`src/rtl/store_queue.sv`:
```
// In-order store-drain buffer with lane alignment and IMEM grant gating.
// Optional direct-to-output bypass when empty: define STORE_QUEUE_BYPASS_EN.
module store_queue #(
    parameter int DEPTH = 4,
    parameter int PTR_W = 2
) (
    input  logic             clk,
    input  logic             rst,
    input  logic             enq_valid,
    output logic             enq_ready,
    input  logic [31:0]      enq_addr,
    input  logic [31:0]      enq_data,
    input  logic [3:0]       enq_dwea,
    input  logic [3:0]       enq_iwea,
    input  logic             imem_grant,
    output logic [29:0]      mem_addr,
    output logic [31:0]      mem_din,
    output logic [3:0]       dmem_we,
    output logic [3:0]       imem_we,
    input  logic             ld_valid,
    input  logic [31:0]      ld_addr,
    output logic             ld_hazard,
    output logic [PTR_W:0]   count
);

    logic [29:0]      r_addr [DEPTH];
    logic [31:0]      r_data [DEPTH];
    logic [3:0]       r_dwea [DEPTH];
    logic [3:0]       r_iwea [DEPTH];
    logic [DEPTH-1:0] r_vld;

    logic [PTR_W-1:0] r_head;
    logic [PTR_W-1:0] r_tail;
    logic [PTR_W:0]   r_count;

    logic [29:0]      r_mem_addr;
    logic [31:0]      r_mem_din;
    logic [3:0]       r_dmem_we;
    logic [3:0]       r_imem_we;

    logic [3:0]       w_lanes;
    logic [31:0]      w_aligned;
    logic             w_full;
    logic             w_enq;
    logic             w_byp;
    logic             w_alloc;
    logic             w_drain;
    logic             w_hit;

    assign w_lanes   = enq_dwea | enq_iwea;
    assign w_full    = (r_count == (PTR_W+1)'(DEPTH));
    assign enq_ready = !w_full;
    assign w_enq     = enq_valid && !w_full && (w_lanes != 4'b0000);

    // Replicate the source so every enabled lane sees the right bytes.
    always_comb begin
        w_aligned = enq_data;
        case (w_lanes)
            4'b1000, 4'b0100, 4'b0010, 4'b0001:
                w_aligned = {4{enq_data[7:0]}};
            4'b1100, 4'b1010, 4'b1001,
            4'b0110, 4'b0101, 4'b0011:
                w_aligned = {2{enq_data[15:0]}};
            default:
                w_aligned = enq_data;
        endcase
    end

`ifdef STORE_QUEUE_BYPASS_EN
    assign w_byp = w_enq && (r_count == '0) &&
                   ((enq_iwea == 4'b0000) || imem_grant);
`else
    assign w_byp = 1'b0;
`endif

    assign w_alloc = w_enq && !w_byp;
    assign w_drain = (r_count != '0) &&
                     ((r_iwea[r_head] == 4'b0000) || imem_grant);

    always_ff @(posedge clk) begin
        if (!rst) begin
            r_head  <= '0;
            r_tail  <= '0;
            r_count <= '0;
            r_vld   <= '0;
        end else begin
            if (w_alloc) begin
                r_addr[r_tail] <= enq_addr[31:2];
                r_data[r_tail] <= w_aligned;
                r_dwea[r_tail] <= enq_dwea;
                r_iwea[r_tail] <= enq_iwea;
                r_vld[r_tail]  <= 1'b1;
                r_tail         <= r_tail + 1'b1;
            end
            if (w_drain) begin
                r_vld[r_head] <= 1'b0;
                r_head        <= r_head + 1'b1;
            end
            case ({w_alloc, w_drain})
                2'b10:   r_count <= r_count + 1'b1;
                2'b01:   r_count <= r_count - 1'b1;
                default: r_count <= r_count;
            endcase
        end
    end

    // Strobes last one cycle; address and data hold between writes.
    always_ff @(posedge clk) begin
        if (!rst) begin
            r_mem_addr <= '0;
            r_mem_din  <= '0;
            r_dmem_we  <= '0;
            r_imem_we  <= '0;
        end else if (w_drain) begin
            r_mem_addr <= r_addr[r_head];
            r_mem_din  <= r_data[r_head];
            r_dmem_we  <= r_dwea[r_head];
            r_imem_we  <= r_iwea[r_head];
        end else if (w_byp) begin
            r_mem_addr <= enq_addr[31:2];
            r_mem_din  <= w_aligned;
            r_dmem_we  <= enq_dwea;
            r_imem_we  <= enq_iwea;
        end else begin
            r_dmem_we  <= '0;
            r_imem_we  <= '0;
        end
    end

    always_comb begin
        w_hit = 1'b0;
        for (int i = 0; i < DEPTH; i++) begin
            if (r_vld[i] && (r_addr[i] == ld_addr[31:2]))
                w_hit = 1'b1;
        end
        if (((r_dmem_we | r_imem_we) != 4'b0000) &&
            (r_mem_addr == ld_addr[31:2]))
            w_hit = 1'b1;
    end

    assign ld_hazard = ld_valid && w_hit;
    assign mem_addr  = r_mem_addr;
    assign mem_din   = r_mem_din;
    assign dmem_we   = r_dmem_we;
    assign imem_we   = r_imem_we;
    assign count     = r_count;

endmodule

```
`config.mk`:
```
export PLATFORM = sky130hd
export DESIGN_NAME = store_queue
export DESIGN_NICKNAME = d
export VERILOG_FILES = /design/src/rtl/store_queue.sv
export SDC_FILE = /design/constraint.sdc
export NUM_CORES = 1
export LEC_CHECK = 0
export ABC_AREA = 0
export CORE_ASPECT_RATIO = 1.25
export CORE_MARGIN = 2
export CORE_UTILIZATION = 55
export DETAILED_ROUTE_END_ITERATION = 6
export PLACE_DENSITY = 0.76
export SETUP_SLACK_MARGIN = 0.02
export SYNTH_ARGS = -nofsm -noshare
export SYNTH_HDL_FRONTEND = slang
export SYNTH_SLANG_ARGS = --single-unit
```
`constraint.sdc`:
```
create_clock -name clk -period 11 [get_ports clk]
set_input_delay 2.2 -clock clk [delete_from_list [all_inputs] [get_ports clk]]
set_output_delay 2.2 -clock clk [all_outputs]
set_load 0.02 [all_outputs]
```
* Word level (Yosys, flattened, before mapping) *
Memories as Yosys holds them, arrays and structs flattened. A register that Yosys moved wholly into a read port is not among the register bits.
Cells that the tools add are included.
Widths: inputs -> output; s select.

cells by class
  add/sub/neg operators = 4
  order comparisons = 4
  equal/unequal tests = 18
  mux-type cells = 19
  bitwise logic cells = 5
  reduce and logical (&&, ||, !) cells = 24

operators with widths
  operator             number
  $eq 30x30->1         5
  $pmux 32 s2          1
  $eq 4x4->1 const B   4
  $eq 4x3->1 const B   3
  $mux 4               3
  $or 4x4->4           3
  $logic_and 1x1->1    11
  $mux 1               10
  $eq 4x2->1 const B   2
  $reduce_bool 4->1    2
  $lt 2x3->1 const B   2
  $pmux 3 s2           1
  $reduce_or 6->1      1
  $add 2x1->2 const B  2
  $and 4x4->4          1
  $demux 1 s2          2
  $eq 4x1->1 const B   1
  $ge 2x1->1 const B   2
  $logic_not 1->1      4
  $logic_not 4->1      1
  $mux 2               2
  $not 4->4            1
  $reduce_or 4->1      1
  $add 3x1->3 const B  1
  other kinds (8)      8

word-level totals
  register bits = 15
  memory bits (writable) = 280
  input bits = 109
  logic and storage cells = 83
  memories = 4

memory list
  name    depth  bits a word  read ports  clocked after Yosys merged registers in  wr ports  RTL line  text
  r_data  4      32           1           1                                        1         27        logic [31:0] r_data [DEPTH];
  r_addr  4      30           5           1                                        1         26        logic [29:0] r_addr [DEPTH];
  r_dwea  4      4            1           1                                        1         28        logic [3:0] r_dwea [DEPTH];
  r_iwea  4      4            1           1                                        1         29        logic [3:0] r_iwea [DEPTH];

* Logic depth before layout (Yosys ltp) *
  depth in word-level cells = 9
  depth in mapped cells = 11
  depth with buffers taken out = 10

* Worst setup path after synthesis *
OpenSTA, ideal clock, no wires.

  kind = input to output
  start point = input ld_addr[9]
  end point = output ld_hazard
  arrival time = 3,515 ps
  path slack = 5,285 ps
  cell stages on the path = 6
  cells stage by stage = clkbuf_1 -> xnor2_1 -> nand4_1 -> nor4_1 -> nand4_1 -> a41oi_1

between the ends
  word-level cells in the longest chain between the ends = 8
  elaborated cells on any way between the ends = 16
  those cells by class = 5 x eq/ne; 5 x mux; 6 x reduce/logical

ends and longest elaborated chain
  what                  RTL line  text
  start, declared       21        input logic [31:0] ld_addr,
  $eq 30x30->1          133       if (r_vld[i] && (r_addr[i] == ld_addr[31:2]))
  $logic_and 1x1->1     133
  $mux 1 (4 in series)  133
  $mux 1 *              136       if (((r_dmem_we | r_imem_we) != 4'b0000) &&
  $logic_and 1x1->1 *   141       assign ld_hazard = ld_valid && w_hit;
  end, declared         22        output logic ld_hazard,

Every way passes the cells marked *; elsewhere a longest branch is shown, timed or not.

* Final worst setup path *
  start point = input ld_addr[19]
  end point = output ld_hazard

Same word-level chain as after synthesis.

==> results.tsv <==
stage	metric	value	unit
status	status	finished clean	
setup_path	crit_arrival	5.00	ns
clocking	cts_tree	built	
final_layout	fin_nets	1285	
setup_path	slowest_stage	nor4_1	
global_routing	grt_max_degree	77	
setup_path	cp_max_fo	5	
timing	max_clock_freq	138.8	MHz
setup_path	crit_top_cell	clkdlybuf4s50_1	
final_layout	antenna_cells	0	
routing	wire_per_inst	24.13	µm
die	num_io_pins	184	
power_and_ir_drop	p_comb_share	23.2	%
clocking	htree_num_levels	2	
synthesis	synth.area.top_cells	edfxtp_1 (55%), dfxtp_1 (11%), mux4_2 (10%), xnor2_1 (7.1%), nand2_1 (3.1%)	
routing	drtIter0Drc	643	
synthesis	synth-edff-count	280	
synthesis	netlist_instances	1013	
power_and_ir_drop	power_density	207.2	nW/µm²
timing	period_needed	7.202	ns
timing	hold_viol	0	
clocking	clockBufferDepth	3	
synthesis	yosys_warnings	0	
final_layout	area_delta_synth_final	20.66	%
clocking	cts_setup_buffers	0	
final_layout	seqCellArea	10070	µm²
synthesis	synth_area	15360	µm²
placed_design	portBuffers	179	
flow_run	maxCapViolCount	0	
clocking	clock-root-buffer	clkbuf_16	
die	floorplan.initialDensity	55.71	%
power_and_ir_drop	ir_worst_vdd	0.2019	mV
timing	setup_viol	0	
die	row_count	68	
placed_design	dp_hpwl	24700	µm
clocking	cts_hold_buf	0	
clocking	cts.repair.resized	0	
power_and_ir_drop	p_sw_share	28.51	%
power_and_ir_drop	seqPwrFrac	45.5	%
clocking	clkSlewWorstSetupHoldPaths	0.06	ns
setup_path	crit_chain	clkdlybuf4s50_1 > xor2_1 > nor4_1 > nand4_1 > a41oi_1 > clkdlybuf4s50_1	
power_and_ir_drop	p_leak	5.862	nW
timing	maxSlewViolCount	0	
synthesis	synth_top_area_share	54.75	%
setup_path	crit_path_start_kind	input port	
final_layout	fill_cells	1985	
setup_path	critPathRequiredTime	8.80	ns
routing	drcViolationCount	0	
setup_path	path_class	input port to primary output	
timing	min_period_over_period	65.48	%
final_layout	multiInputGateArea	4937	µm²
synthesis	async_flop_share	0	%
timing	rsz0062_at_grt	false	
timing	relSlewSlack	34.05	%
routing	viasPerCell	5.827	
clocking	clkSinkCount	363	
clocking	clock_latency	0.52	ns
synthesis	synth_flop_cell	edfxtp_1	
final_layout	fin_area	18530	µm²
global_routing	grt_pass1_vias	9298	
global_routing	grt_usage	25.64	%
global_routing	overflow	0	
synthesis	ys_seq_area_share	65.57	%
routing	vias	8997	
die	core	27570	µm²
routing	ant_nets	0	
global_routing	antenna_found_initial	0	
power_and_ir_drop	switchingPower	1.095	mW
die	die-area	29280	µm²
synthesis	syn_avg_cell_area	15.16	µm²
routing	drtPass1Iterations	5	
synthesis	synth_seq_cells	363	
placed_design	placed_area	17360	µm²
synthesis	syn-num-nets	1132	
setup_path	cp-end-kind	primary output	
power_and_ir_drop	p_clk_share	31.3	%
timing	tightest_slew	0.9803	ns
die	die_w	153.5	µm
clocking	numCtsBuffers	36	
worst_hold_path	hp-class	register to register	
synthesis	synth_top_area_cell	edfxtp_1	
synthesis	ys_types	40	
placed_design	gp_routability_congestion	0.8736	
global_routing	grt_pass1_wl	55630	µm
final_layout	drive_gt1_share	13.82	%
timing	fin_worst_skew	0.01921	ns
power_and_ir_drop	p_int	2.745	mW
die	die_h	190.8	µm
routing	totalWireLength	37260	µm
timing	fin_setup_tns	0	ns
setup_path	crit_path_max_incr_delay	0.83	ns
[synthesized netlist by cell type, types with 4 or more instances]
master    instances
buf_2             7
and3_1           12
a21boi_0         24
xnor2_1         124
nor2_1           13
ha_1              9
nand4_1          32
inv_1            10
xor2_1           32
nand2_1         128
nor4_1           18
dfxtp_1          83
buf_6             4
nor2b_1           9
edfxtp_1        280
a221o_1           8
mux2_2           14
a211oi_1          6
a21oi_1          46
clkbuf_1         59
mux4_2           70
[flip-flops by register name, summed over array words and instances (netlist names), named ones only]
name	cells
r_head	2
count	3
r_dwea	16
dmem_we	4
r_addr	120
imem_we	4
mem_addr	30
r_vld	4
r_data	128
r_iwea	16
r_tail	2
mem_din	32
[logic make-up (layout without fill, tap and decap cells)]
family	count (synthesis)	count (layout)	synth area share, %
AO/OA/AOI/OAI	90	90	3.870
XOR/XNOR	156	156	8.898
adder cells (fa/ha/maj)	10	10	0.8637
buffers and inverters	85	266	2.379
flip-flops	363	363	65.57
multiplexers	86	86	11.49
AND/OR/NAND/NOR	223	223	6.926
[power groups by stage]
stage	registers, mW	clock network [mW]	logic, mW
5_1_grt	1.77	1.28	0.957
4_1_cts	1.75	1.22	0.906
3_5_place_dp	1.78	0	0.900
3_3_place_gp	1.77	0	0.894
2_1_floorplan	1.83	0	0.475
6_report	1.75	1.20	0.890
[layout by cell type (no fill, tap or decap), types with 9 or more instances in the layout]
master           instances
buf_4                   10
nand4_1                 32
mux2_2                  14
nor4_1                  18
nor2b_1                  9
inv_1                    9
clkbuf_16               37
nand2_1                128
dfxtp_1                 81
ha_1                     9
clkdlybuf4s50_1        179
xor2_1                  32
a21oi_1                 46
a21boi_0                24
mux4_2                  70
nor2_1                  13
edfxtp_1               280
xnor2_1                124
[final cells by class]
| type | instances | share of cell area [%] |
|---|---|---|
| clock buffers | 47 | 5.308 |
| clock inverters | 19 | 1.006 |
| inverters | 11 | 0.2229 |
| multi-input cells | 565 | 26.65 |
| flip-flops and latches | 363 | 54.38 |
| well taps | 350 | 2.364 |
| repair buffers | 189 | 10.08 |
[worst max-delay path: cells and delay by family]
kind,cells,cell delay [ns]
buf+inv,2,1.20
simple gates,2,1.06
compound gates,1,0.32
xor+xnor,1,0.21
[routing by layer]
metal	part of all wire, %	GRT usage [%]	vias to the layer above
li1	-	-	4069
met1	37	31.45	4484
met2	52	45.28	378
met3	6.4	3.955	66
met4	4.4	11.29	0
met5	0	0	-
[stage by stage]
stage / setup slack [ns] / cells / hold WS [ns] / utilization (%) / total power, mW
2_1_floorplan: 5.285 / 1013 / 0.4946 / - / 2.301
3_3_place_gp: 3.739 / 1478 / 0.4437 / 62.97 / 2.662
3_5_place_dp: 3.798 / 1478 / 0.4483 / 62.97 / 2.676
4_1_cts: 3.794 / 1544 / 0.4560 / 67.21 / 3.877
5_1_grt: 3.679 / 1544 / 0.4814 / 67.21 / 4.005
6_report: 3.798 / 1544 / 0.4543 / 67.21 / 3.840
[worst paths after layout]
| kind | start | to | slack [ns] | cells past startpoint |
|---|---|---|---|---|
| hold / removal | mem_din[8] | mem_din[8] | 0.45 | 2 |
| setup reg to reg | register | mem_din[28] | 7.52 | 8 |
| hold reg to reg | mem_din[8] | mem_din[8] | 0.45 | 2 |
| setup / recovery | ld_addr[19] | ld_hazard | 3.80 | 6 |
Note: power is estimated with default switching activity, not from simulation.
